$ cat src/rtl/cam_pkg.sv
// Shared sizing, reserved scrub key and controller state encoding for the CAM lookup controller.
package cam_pkg;

  localparam int NB_MEM          = 16;
  localparam int SIZE_ADDR       = 4;
  localparam logic [7:0] SCRUB_KEY = 8'hFF;

  typedef enum logic [2:0] {
    SCRUB,
    IDLE,
    SEARCH,
    CHECK,
    WRITE,
    RESP
  } state_t;

endpackage

$ cat src/rtl/cam_free_prienc.sv
// Lowest-free-slot finder over the entry-valid vector; purely combinational.
// full is high when every entry is valid, in which case alloc is 0.
module cam_free_prienc
  import cam_pkg::*;
(
  input  logic [NB_MEM-1:0]    valid,
  output logic [SIZE_ADDR-1:0] alloc,
  output logic                 full
);

  // Scan from the top down so the lowest clear bit is the last one assigned.
  always_comb begin
    alloc = '0;
    full  = 1'b1;
    for (int i = NB_MEM - 1; i >= 0; i--) begin
      if (!valid[i]) begin
        alloc = SIZE_ADDR'(i);
        full  = 1'b0;
      end
    end
  end

endmodule

$ cat src/rtl/cam_lookup_ctrl.sv
// Sequences CAM search/learn for one key at a time; response 1 (reserved key), 3 (hit/miss) or 4 (learn) cycles after accept.
// One request in flight: req_ready stays low until the response is taken with rsp_ready.
module cam_lookup_ctrl
  import cam_pkg::*;
(
  input  logic                 clk,
  input  logic                 rst_n,
  input  logic                 req_valid,
  output logic                 req_ready,
  input  logic [7:0]           req_key,
  input  logic                 req_learn,
  input  logic                 flush,
  output logic                 rsp_valid,
  input  logic                 rsp_ready,
  output logic                 rsp_hit,
  output logic                 rsp_new,
  output logic                 rsp_full,
  output logic [SIZE_ADDR-1:0] rsp_idx,
  output logic                 cam_enable,
  output logic                 cam_write,
  output logic [4:0]           cam_addr,
  output logic [7:0]           cam_data,
  input  logic [4:0]           cam_out,
  input  logic                 cam_found
);

  state_t                state;
  logic [SIZE_ADDR-1:0]  scrub_cnt;
  logic [NB_MEM-1:0]     valid;
  logic [7:0]            key_q;
  logic                  learn_q;
  logic [SIZE_ADDR-1:0]  alloc;
  logic                  tbl_full;
  logic                  hit;
  logic                  unused_cam_msb;

  cam_free_prienc u_prienc (
    .valid (valid),
    .alloc (alloc),
    .full  (tbl_full)
  );

  // The CAM reports a match even for stale entries, so the valid bit qualifies it.
  assign hit            = cam_found && valid[cam_out[SIZE_ADDR-1:0]];
  assign unused_cam_msb = cam_out[4];

  assign req_ready  = (state == IDLE) && !flush;
  assign cam_enable = (state == SEARCH);
  assign cam_write  = (state == SCRUB) || (state == WRITE);

  always_comb begin
    cam_addr = 5'd0;
    cam_data = key_q;
    case (state)
      SCRUB: begin
        cam_addr = {1'b0, scrub_cnt};
        cam_data = SCRUB_KEY;
      end
      WRITE:   cam_addr = {1'b0, alloc};
      default: cam_addr = 5'd0;
    endcase
  end

  always_ff @(posedge clk or negedge rst_n) begin
    if (!rst_n) begin
      state     <= SCRUB;
      scrub_cnt <= '0;
      valid     <= '0;
      key_q     <= '0;
      learn_q   <= 1'b0;
      rsp_valid <= 1'b0;
      rsp_hit   <= 1'b0;
      rsp_new   <= 1'b0;
      rsp_full  <= 1'b0;
      rsp_idx   <= '0;
    end else begin
      case (state)
        SCRUB: begin
          scrub_cnt <= scrub_cnt + 1'b1;
          if (scrub_cnt == SIZE_ADDR'(NB_MEM - 1)) state <= IDLE;
        end
        IDLE: begin
          if (flush) begin
            valid     <= '0;
            scrub_cnt <= '0;
            state     <= SCRUB;
          end else if (req_valid) begin
            key_q   <= req_key;
            learn_q <= req_learn;
            // The reserved key fills every scrubbed slot, so it is never searched.
            if (req_key == SCRUB_KEY) begin
              rsp_valid <= 1'b1;
              state     <= RESP;
            end else begin
              state <= SEARCH;
            end
          end
        end
        SEARCH: state <= CHECK;
        CHECK: begin
          if (hit) begin
            rsp_valid <= 1'b1;
            rsp_hit   <= 1'b1;
            rsp_idx   <= cam_out[SIZE_ADDR-1:0];
            state     <= RESP;
          end else if (learn_q && !tbl_full) begin
            state <= WRITE;
          end else begin
            rsp_valid <= 1'b1;
            rsp_full  <= learn_q;
            state     <= RESP;
          end
        end
        WRITE: begin
          valid[alloc] <= 1'b1;
          rsp_valid    <= 1'b1;
          rsp_new      <= 1'b1;
          rsp_idx      <= alloc;
          state        <= RESP;
        end
        RESP: begin
          if (rsp_ready) begin
            rsp_valid <= 1'b0;
            rsp_hit   <= 1'b0;
            rsp_new   <= 1'b0;
            rsp_full  <= 1'b0;
            rsp_idx   <= '0;
            state     <= IDLE;
          end
        end
        default: state <= SCRUB;
      endcase
    end
  end

endmodule

$ cat config.mk
export PLATFORM = sky130hd
export DESIGN_NAME = cam_lookup_ctrl
export DESIGN_NICKNAME = d
export VERILOG_FILES = /design/src/rtl/cam_pkg.sv /design/src/rtl/cam_free_prienc.sv /design/src/rtl/cam_lookup_ctrl.sv
export SDC_FILE = /design/constraint.sdc
export NUM_CORES = 1
export LEC_CHECK = 0
export ABC_AREA = 1
export CAP_MARGIN = 20
export CELL_PAD_IN_SITES_DETAIL_PLACEMENT = 0
export CELL_PAD_IN_SITES_GLOBAL_PLACEMENT = 1
export CORE_MARGIN = 3
export CORE_UTILIZATION = 34
export CTS_CLUSTER_DIAMETER = 80
export DETAILED_ROUTE_END_ITERATION = 12
export PLACE_DENSITY = 0.85
export SETUP_SLACK_MARGIN = 0.15
export SLEW_MARGIN = 30
export SYNTH_ARGS = -nofsm -noshare
export SYNTH_HDL_FRONTEND = slang
export SYNTH_SLANG_ARGS = --single-unit
$ cat constraint.sdc
create_clock -name clk -period 1.5 [get_ports clk]
set_input_delay 0.3 -clock clk [delete_from_list [all_inputs] [get_ports clk]]
set_output_delay 0.3 -clock clk [all_outputs]
set_load 0.05 [all_outputs]
==> summary.md, run 1 <==
| Metric | Value |
|---|---|
| Ys async rst share | `1.00` |
| # clock sinks | `40` |
| Sequential share of the synthesized area | `0.443` |
| Number of flops mapped to enable cells by yosys | `0` |
| Final HPWL DP | `5080 um` |
| Final Power | `between 7 and 8 mW` |
| Core footprint | `approximately 6400 um2` |
| Clock Skews | `0.0180 ns` |
| Max Cap Viol | `0` |
| Worst Path Required | `roughly 1.2 ns` |
| Maximum operating frequency | `0.464 GHz` |
| Slew Limit Fails | `0` |
| Standard-cell rows | `29` |
| Leakage | `approximately 2.1 nW` |
| Root buffer cell | `clkbuf_8` |
| CP Capture Type | `output port` |
| Top_reg_cell synth | `dfrtp_1` |
| Final Hold Fails | `0` |
| Final-report setup violation count | `approximately 50` |
| Diodes inserted | `0` |
| First-pass GRT wire length | `12300 um` |
| Die Area | `around 7700 um2` |
| Vias in the first global route | `2597` |
| Share of cells above drive strength 1 | `0.573` |
| Drt first pass iters | `5` |
| IO Port Bufs | `roughly 40` |
| FF-to-FF Start | `valid[15]$_DFFE_PN0P_` |
| CP Launch Type | `flop` |
| Hold Path Class | `input pin to asynchronous set/reset pin` |
| WS Path Type | `flop to output port` |
| VDD IR max | `~1600 uV` |
| Fin Setup TNS | `-15.64 ns` |
| Violated checks | `setup timing` |
| Ys Warns | `0` |
| RSZ-0062 raised after global routing | `true` |
| Initial core utilization | `0.354` |
| Status | `finished with violations` |
| Post-route cell area | `between 4000 and 5000 um2` |
| Post-Syn Nets | `between 300 and 400` |
| DRC Markers | `0` |
| TritonCTS clock tree | `built` |
| Clk slew on worst S/H paths | `approximately 0.090 ns` |
| Synthesized area per cell | `7.82 um2` |
| Synthesis-to-finish area growth | `99.8%` |
| Critical path data arrival time | `1.85 ns` |
| I/O pin total | `44` |
| Inserted Clock Buffers | `5` |
| Detail Route Antenna Nets | `0` |
| Tcrit/Tclk final | `1.44` |
| Max Buffers Root-to-Sink | `2` |
| DR vias/cell | `between 5 and 6` |
| Crit path launch | `valid[14]$_DFFE_PN0P_` |
| Setup ws final | `-0.655 ns` |
| # nets final | `465` |
| Wirelength, routed | `around 8300 um` |
| Pwr dens | `1660 nW/um2` |
| Largest net degree at the start of global routing | `about 40` |
| Avg WL per Cell | `roughly 16 um` |
| FF+latch count, synth | `40` |
| # fillers | `approximately 400` |
| GRT Resource Usage Total | `0.200` |
| Post-layout min period | `2.15 ns` |
| CTS HTree Levels | `2` |
| Crit path max fanout | `4` |
| Syn Std Cell Area | `2260 um2` |
| Initial drt markers | `just under 200` |
| Die Ht | `a little under 90 um` |
| GPL Wtd Cong | `between 0.8 and 0.9` |
| Initial antenna violation count | `0` |
| Reg-to-reg slack, setup | `-0.50 ns` |
| Detailed-route via count | `between 2000 and 3000` |
| GRT Residual Overflow | `0` |
| Post-synth cell types | `37` |
| Worst-Skew Late Latency | `~0.3 ns` |
| Area after DPL | `roughly 3700 um2` |
| Die W | `between 80 and 90 um` |
| Post-Synthesis Cells | `around 290` |
[metal layers]
metal,share of wire,track usage,up-vias
met4,0.023,0.0544,0
met5,0,0,-
met3,0.049,0.0331,19
met1,0.40,0.263,1309
met2,0.53,0.340,80
li1,-,-,1261
[final cells by class]
class | instances | area (um2) | area share
inverters | 36 | 168 | 0.0371
well taps | 77 | 96.3 | 0.0213
clock buffers | 8 | 90.1 | 0.0200
multi-input cells | 208 | 1540 | 0.341
flip-flops and latches | 40 | 1000 | 0.222
repair buffers | 153 | 1620 | 0.358
[power breakdown]
group	leakage, nW	total [mW]	internal (mW)	switching (mW)
combinational	1.54	5.05	2.49	2.56
clock	0.0455	0.755	0.376	0.379
sequential	0.511	1.69	1.40	0.293
total	2.10	7.50	4.27	3.23
[path summary, 6_finish.rpt]
| path | endpoint | cells after the start |
|---|---|---|
| max in group asynchronous | state[1]$_DFFE_PN0P_ | 3 |
| min reg2reg | key_q[6]$_DFFE_PN0P_ | 1 |
| max | cam_addr[1] | 10 |
| min in group clk | key_q[6]$_DFFE_PN0P_ | 1 |
| min | rsp_full$_DFFE_PN0P_ | 3 |
| max reg2reg | rsp_idx[2]$_DFFE_PN0P_ | 15 |
[registers in the layout, summed over array words and instances (netlist names)]
name,flops
state,3
key_q,8
valid,16
scrub_cnt,4
rsp_valid,1
learn_q,1
rsp_new,1
rsp_full,1
rsp_idx,4
rsp_hit,1
[worst max-delay path, cell delays in order, from the launching register on]
cell and delay (ns):
dfrtp_1 0.42, buf_4 0.15, nand2_2 0.06, nand3_1 0.06, nand3_1 0.06, nand3_1 0.10
a31o_2 0.24, nand3_2 0.09, nand2_4 0.07, o21ai_4 0.15, buf_12 0.15
[layout by cell type (no fill, tap or decap), drive strengths merged, types with 2 or more instances in the layout]
master,synthesis,layout
buf,3,135
nand2,77,77
dfrtp,40,40
inv,36,35
nor2,26,26
nand3,23,23
o21ai,23,23
clkdlybuf4s50,0,17
a21oi,13,13
or2,8,8
mux2,8,8
clkbuf,2,8
nor3,7,7
o211ai,6,6
o22ai,4,4
nand4,2,2
o21a,2,2
[cells by family after synthesis]
kind of cell / synth area share
AOI/OAI and AO/OA: 0.143
other: 0.00166
and+or+nand+nor: 0.290
buffers and inverters: 0.0748
muxes: 0.0415
DFF: 0.443
adders and majority gates: 0.00554
[synth_stat cells (3+ instances only)]
cell type,count,share of area
a21oi_1,10,0.022
dfrtp_1,40,0.44
inv_1,30,0.050
inv_2,5,0.0083
mux2_2,7,0.035
nand2_1,72,0.12
nand2_4,3,0.015
nand3_1,23,0.051
nor2_1,22,0.037
nor2_2,3,0.0083
nor3_1,7,0.016
o211ai_1,6,0.020
o21ai_0,18,0.040
o21ai_1,5,0.011
o22ai_1,4,0.011
or2_2,8,0.022
[per-stage QoR]
stage,cells,util,hold slack (ns),worst slack (ns)
2_1_floorplan,289,-,0.00441,-0.207
3_3_place_gp,478,0.584,0.288,-0.524
3_5_place_dp,478,0.584,0.290,-0.569
4_1_cts,508,0.657,0.499,-0.603
5_1_grt,522,0.707,0.528,-0.813
6_report,522,0.707,0.509,-0.655
[what timing repair did]
| item | CTS | global route |
|---|---|---|
| setup endpoints to repair | 52 | 55 |
| buffers inserted | 21 | 14 |
| hold endpoints to repair | 40 | 0 |
| gates resized for setup | 56 | 59 |
| hold buffers | 1 | 0 |
| pin swaps | 26 | 20 |
(Power assumes the default switching activity.)
==> inputs of run 2 (changes only) <==
--- a/config.mk
+++ b/config.mk
@@ -13,6 +13,7 @@
 export CORE_UTILIZATION = 34
 export CTS_CLUSTER_DIAMETER = 80
 export DETAILED_ROUTE_END_ITERATION = 12
+export MAX_ROUTING_LAYER = met4
 export PLACE_DENSITY = 0.85
 export SETUP_SLACK_MARGIN = 0.15
 export SLEW_MARGIN = 30
==> summary.md, run 2 (same netlist as run 1, synthesis figures left out) <==
| Metric | Value |
|---|---|
| Status | `finished with violations` |
| Violated checks | `setup timing` |
| Post-layout min period | `2.17 ns (+0.0151 ns)` |
| Largest net degree at the start of global routing | `41 (unchanged)` |
| Sw Ratio | `0.435 (+0.00335)` |
| Power share of the sequential group | `0.225 (about the same)` |
| Critical Path, Cell by Cell | `nand2_1, nand2_1, nand2_1, nand2_1, nand2_1, nand2_1, nand2_1, nand2_1, nand2_1, nand2_1, nand2_1, nand2_2, nand2_4, nand2_4, nand3_4, nand2_4, buf_12` |
| Share of cells above drive strength 1 | `0.572 (-0.000962)` |
| Largest regs | `valid x16, key_q x8` |
| Wirelength, routed | `8740 um (+5.3%)` |
| Worst Path Required | `1.20 ns (about the same)` |
| Detail Route Antenna Nets | `0 (unchanged)` |
| Slew Limit Fails | `0 (unchanged)` |
| Critical path data arrival time | `1.87 ns (+0.02 ns)` |
| CP Capture Type | `output port` |
| Hold Path Class | `input pin to asynchronous set/reset pin` |
| Placed Cells incl. Taps | `478 (unchanged)` |
| RSZ-0062 raised after global routing | `true` |
| Most common cell after layout, fill and taps aside | `buf_4` |
| IO Port Bufs | `41 (unchanged)` |
| Die Ht | `87.5 um (unchanged)` |
| Die Area | `7660 um2 (unchanged)` |
| Synthesis-to-finish area growth | `99.1%` |
| Final HPWL DP | `5080 um (unchanged)` |
| Detailed-route via count | `2723 (+2.0%)` |
| # nets final | `464 (-0.22%)` |
| Die W | `87.5 um (unchanged)` |
| Clock Skews | `0.0194 ns (+0.00144 ns)` |
| Worst-Skew Late Latency | `0.30 ns (about the same)` |
| Max Cap Viol | `0 (unchanged)` |
| Initial core utilization | `0.354 (unchanged)` |
| # clock sinks | `40 (unchanged)` |
| Drt first pass iters | `5 (unchanged)` |
| I/O pin total | `44 (unchanged)` |
| CP max-delay cell | `dfrtp_1` |
| Max Buffers Root-to-Sink | `2 (unchanged)` |
| Max reg flops | `16 (unchanged)` |
| Initial drt markers | `250 (+28%)` |
| Largest Register | `valid` |
| Most frequent cells in the layout | `81 x buf_4, 54 x nand2_1, 38 x dfrtp_1, 26 x buf_12, 26 x buf_6` |
| WHS | `0.494 ns (-0.0156 ns)` |
| DR vias/cell | `5.23 (+2.2%)` |
| Core footprint | `6390 um2 (unchanged)` |
| CP Launch Type | `flop` |
| Root buffer cell | `clkbuf_8` |
| Final-report setup violation count | `49 (unchanged)` |
| TritonCTS clock tree | `built` |
| GRT Resource Usage Total | `0.206 (+0.00603)` |
| Standard-cell rows | `29 (unchanged)` |
| GRT Residual Overflow | `0 (unchanged)` |
| Non-filler instance count after layout | `521 (-0.19%)` |
| Clock share of power | `0.103 (+0.002)` |
| Net switching power | `3.28 mW (+1.4%)` |
| Avg WL per Cell | `16.8 um (+5.5%)` |
| CP max stage delay | `0.43 ns (about the same)` |
| Diodes inserted | `0 (unchanged)` |
| Post-layout util | `0.705 (-0.00255)` |
| Final Power | `7.54 mW (+0.59%)` |
| VDD IR max | `1580 uV (-1.0%)` |
| Initial antenna violation count | `0 (unchanged)` |
| Clk slew on worst S/H paths | `0.09 ns (about the same)` |
| GPL Wtd Cong | `0.868 (+1.6%)` |
| Inserted Clock Buffers | `5 (unchanged)` |
| Final Hold Fails | `0 (unchanged)` |
| Pwr dens | `1680 nW/um2 (+0.96%)` |
| Vias in the first global route | `2594 (-0.12%)` |
| Int Pwr | `4.27 mW (unchanged)` |
| R2r worst-path depth | `15 (unchanged)` |
| CTS HTree Levels | `2 (unchanged)` |
| Maximum operating frequency | `0.461 GHz (-0.69%)` |
| Pre-CTS setup slack | `-0.569 ns (unchanged)` |
| Logic pwr share | `0.672 (-0.002)` |
| Leakage | `2.09 nW (-0.35%)` |
| Tcrit/Tclk final | `1.45 (+0.0100)` |
| WS Path Type | `flop to output port` |
| DRC Markers | `0 (unchanged)` |
| Setup ws final | `-0.670 ns (-0.0151 ns)` |
| Cell mode on critical path | `nand2_1` |
| First-pass GRT wire length | `12200 um (-0.17%)` |
| Crit path max fanout | `3 (-1)` |
[run 2: changes by cell type in the layout (fill, tap and decap cells not counted)]
cell / change
buf_6: -1
inv_8: +1
clkinv_8: -1
[run 2: layout make-up]
cell class / count / area [um2]
repair buffers: 152 / 1610
inverters: 36 / 163
well taps: 77 / 96.3
clock buffers: 8 / 90.1
fillers: 404 / 1890
multi-input cells: 208 / 1540
flip-flops and latches: 40 / 1000
[run 2: timing repair]
action,CTS,global route
resized for setup,56,57
endpoints found under the setup margin,52,55
endpoints found under the hold margin,40,0
setup buffers,21,13
hold buffers,1,0
pin swaps,26,20
[run 2: metal layers]
layer / track usage / wire, um / up-vias
li1: - / - / 1262
met1: 0.262 / 3480 / 1337
met2: 0.340 / 4590 / 107
met3: 0.0331 / 496 / 17
met4: 0.0544 / 179 / 0
met5: - / 0 / -
[run 2: worst max-delay path, delay by kind of cell (launching register included)]
kind	cells	cell delay (ns)
flip-flops	1	0.43
buffers and inverters	1	0.14
AND/OR/NAND/NOR	16	0.99
[run 2: per-stage QoR]
stage	setup TNS, ns	instance area [um2]
3_5_place_dp	-9.17	3730
6_report	-16.48	4500
2_1_floorplan	-2.29	2460
5_1_grt	-20.84	4500
4_1_cts	-12.11	4200
3_3_place_gp	-8.51	3730
[run 2: path summary, 6_finish.rpt]
check	to	from	slack, ns
max	cam_addr[0]	valid[14]$_DFFE_PN0P_	-0.67
min	learn_q$_DFFE_PN0P_	rst_n	0.49
max reg2reg	rsp_idx[2]$_DFFE_PN0P_	valid[15]$_DFFE_PN0P_	-0.52
min reg2reg	key_q[6]$_DFFE_PN0P_	key_q[6]$_DFFE_PN0P_	0.51
max in group asynchronous	state[1]$_DFFE_PN0P_	rst_n	0.74
min in group clk	key_q[6]$_DFFE_PN0P_	key_q[6]$_DFFE_PN0P_	0.51
[run 2: power groups by stage]
stage          clock network, mW  logic, mW  registers, mW
6_report                   0.781       5.07           1.69
3_5_place_dp                   0       4.30           1.68
2_1_floorplan                  0       1.91           1.97
5_1_grt                    0.826       5.31           1.73
3_3_place_gp                   0       4.24           1.67
4_1_cts                    0.764       4.60           1.66
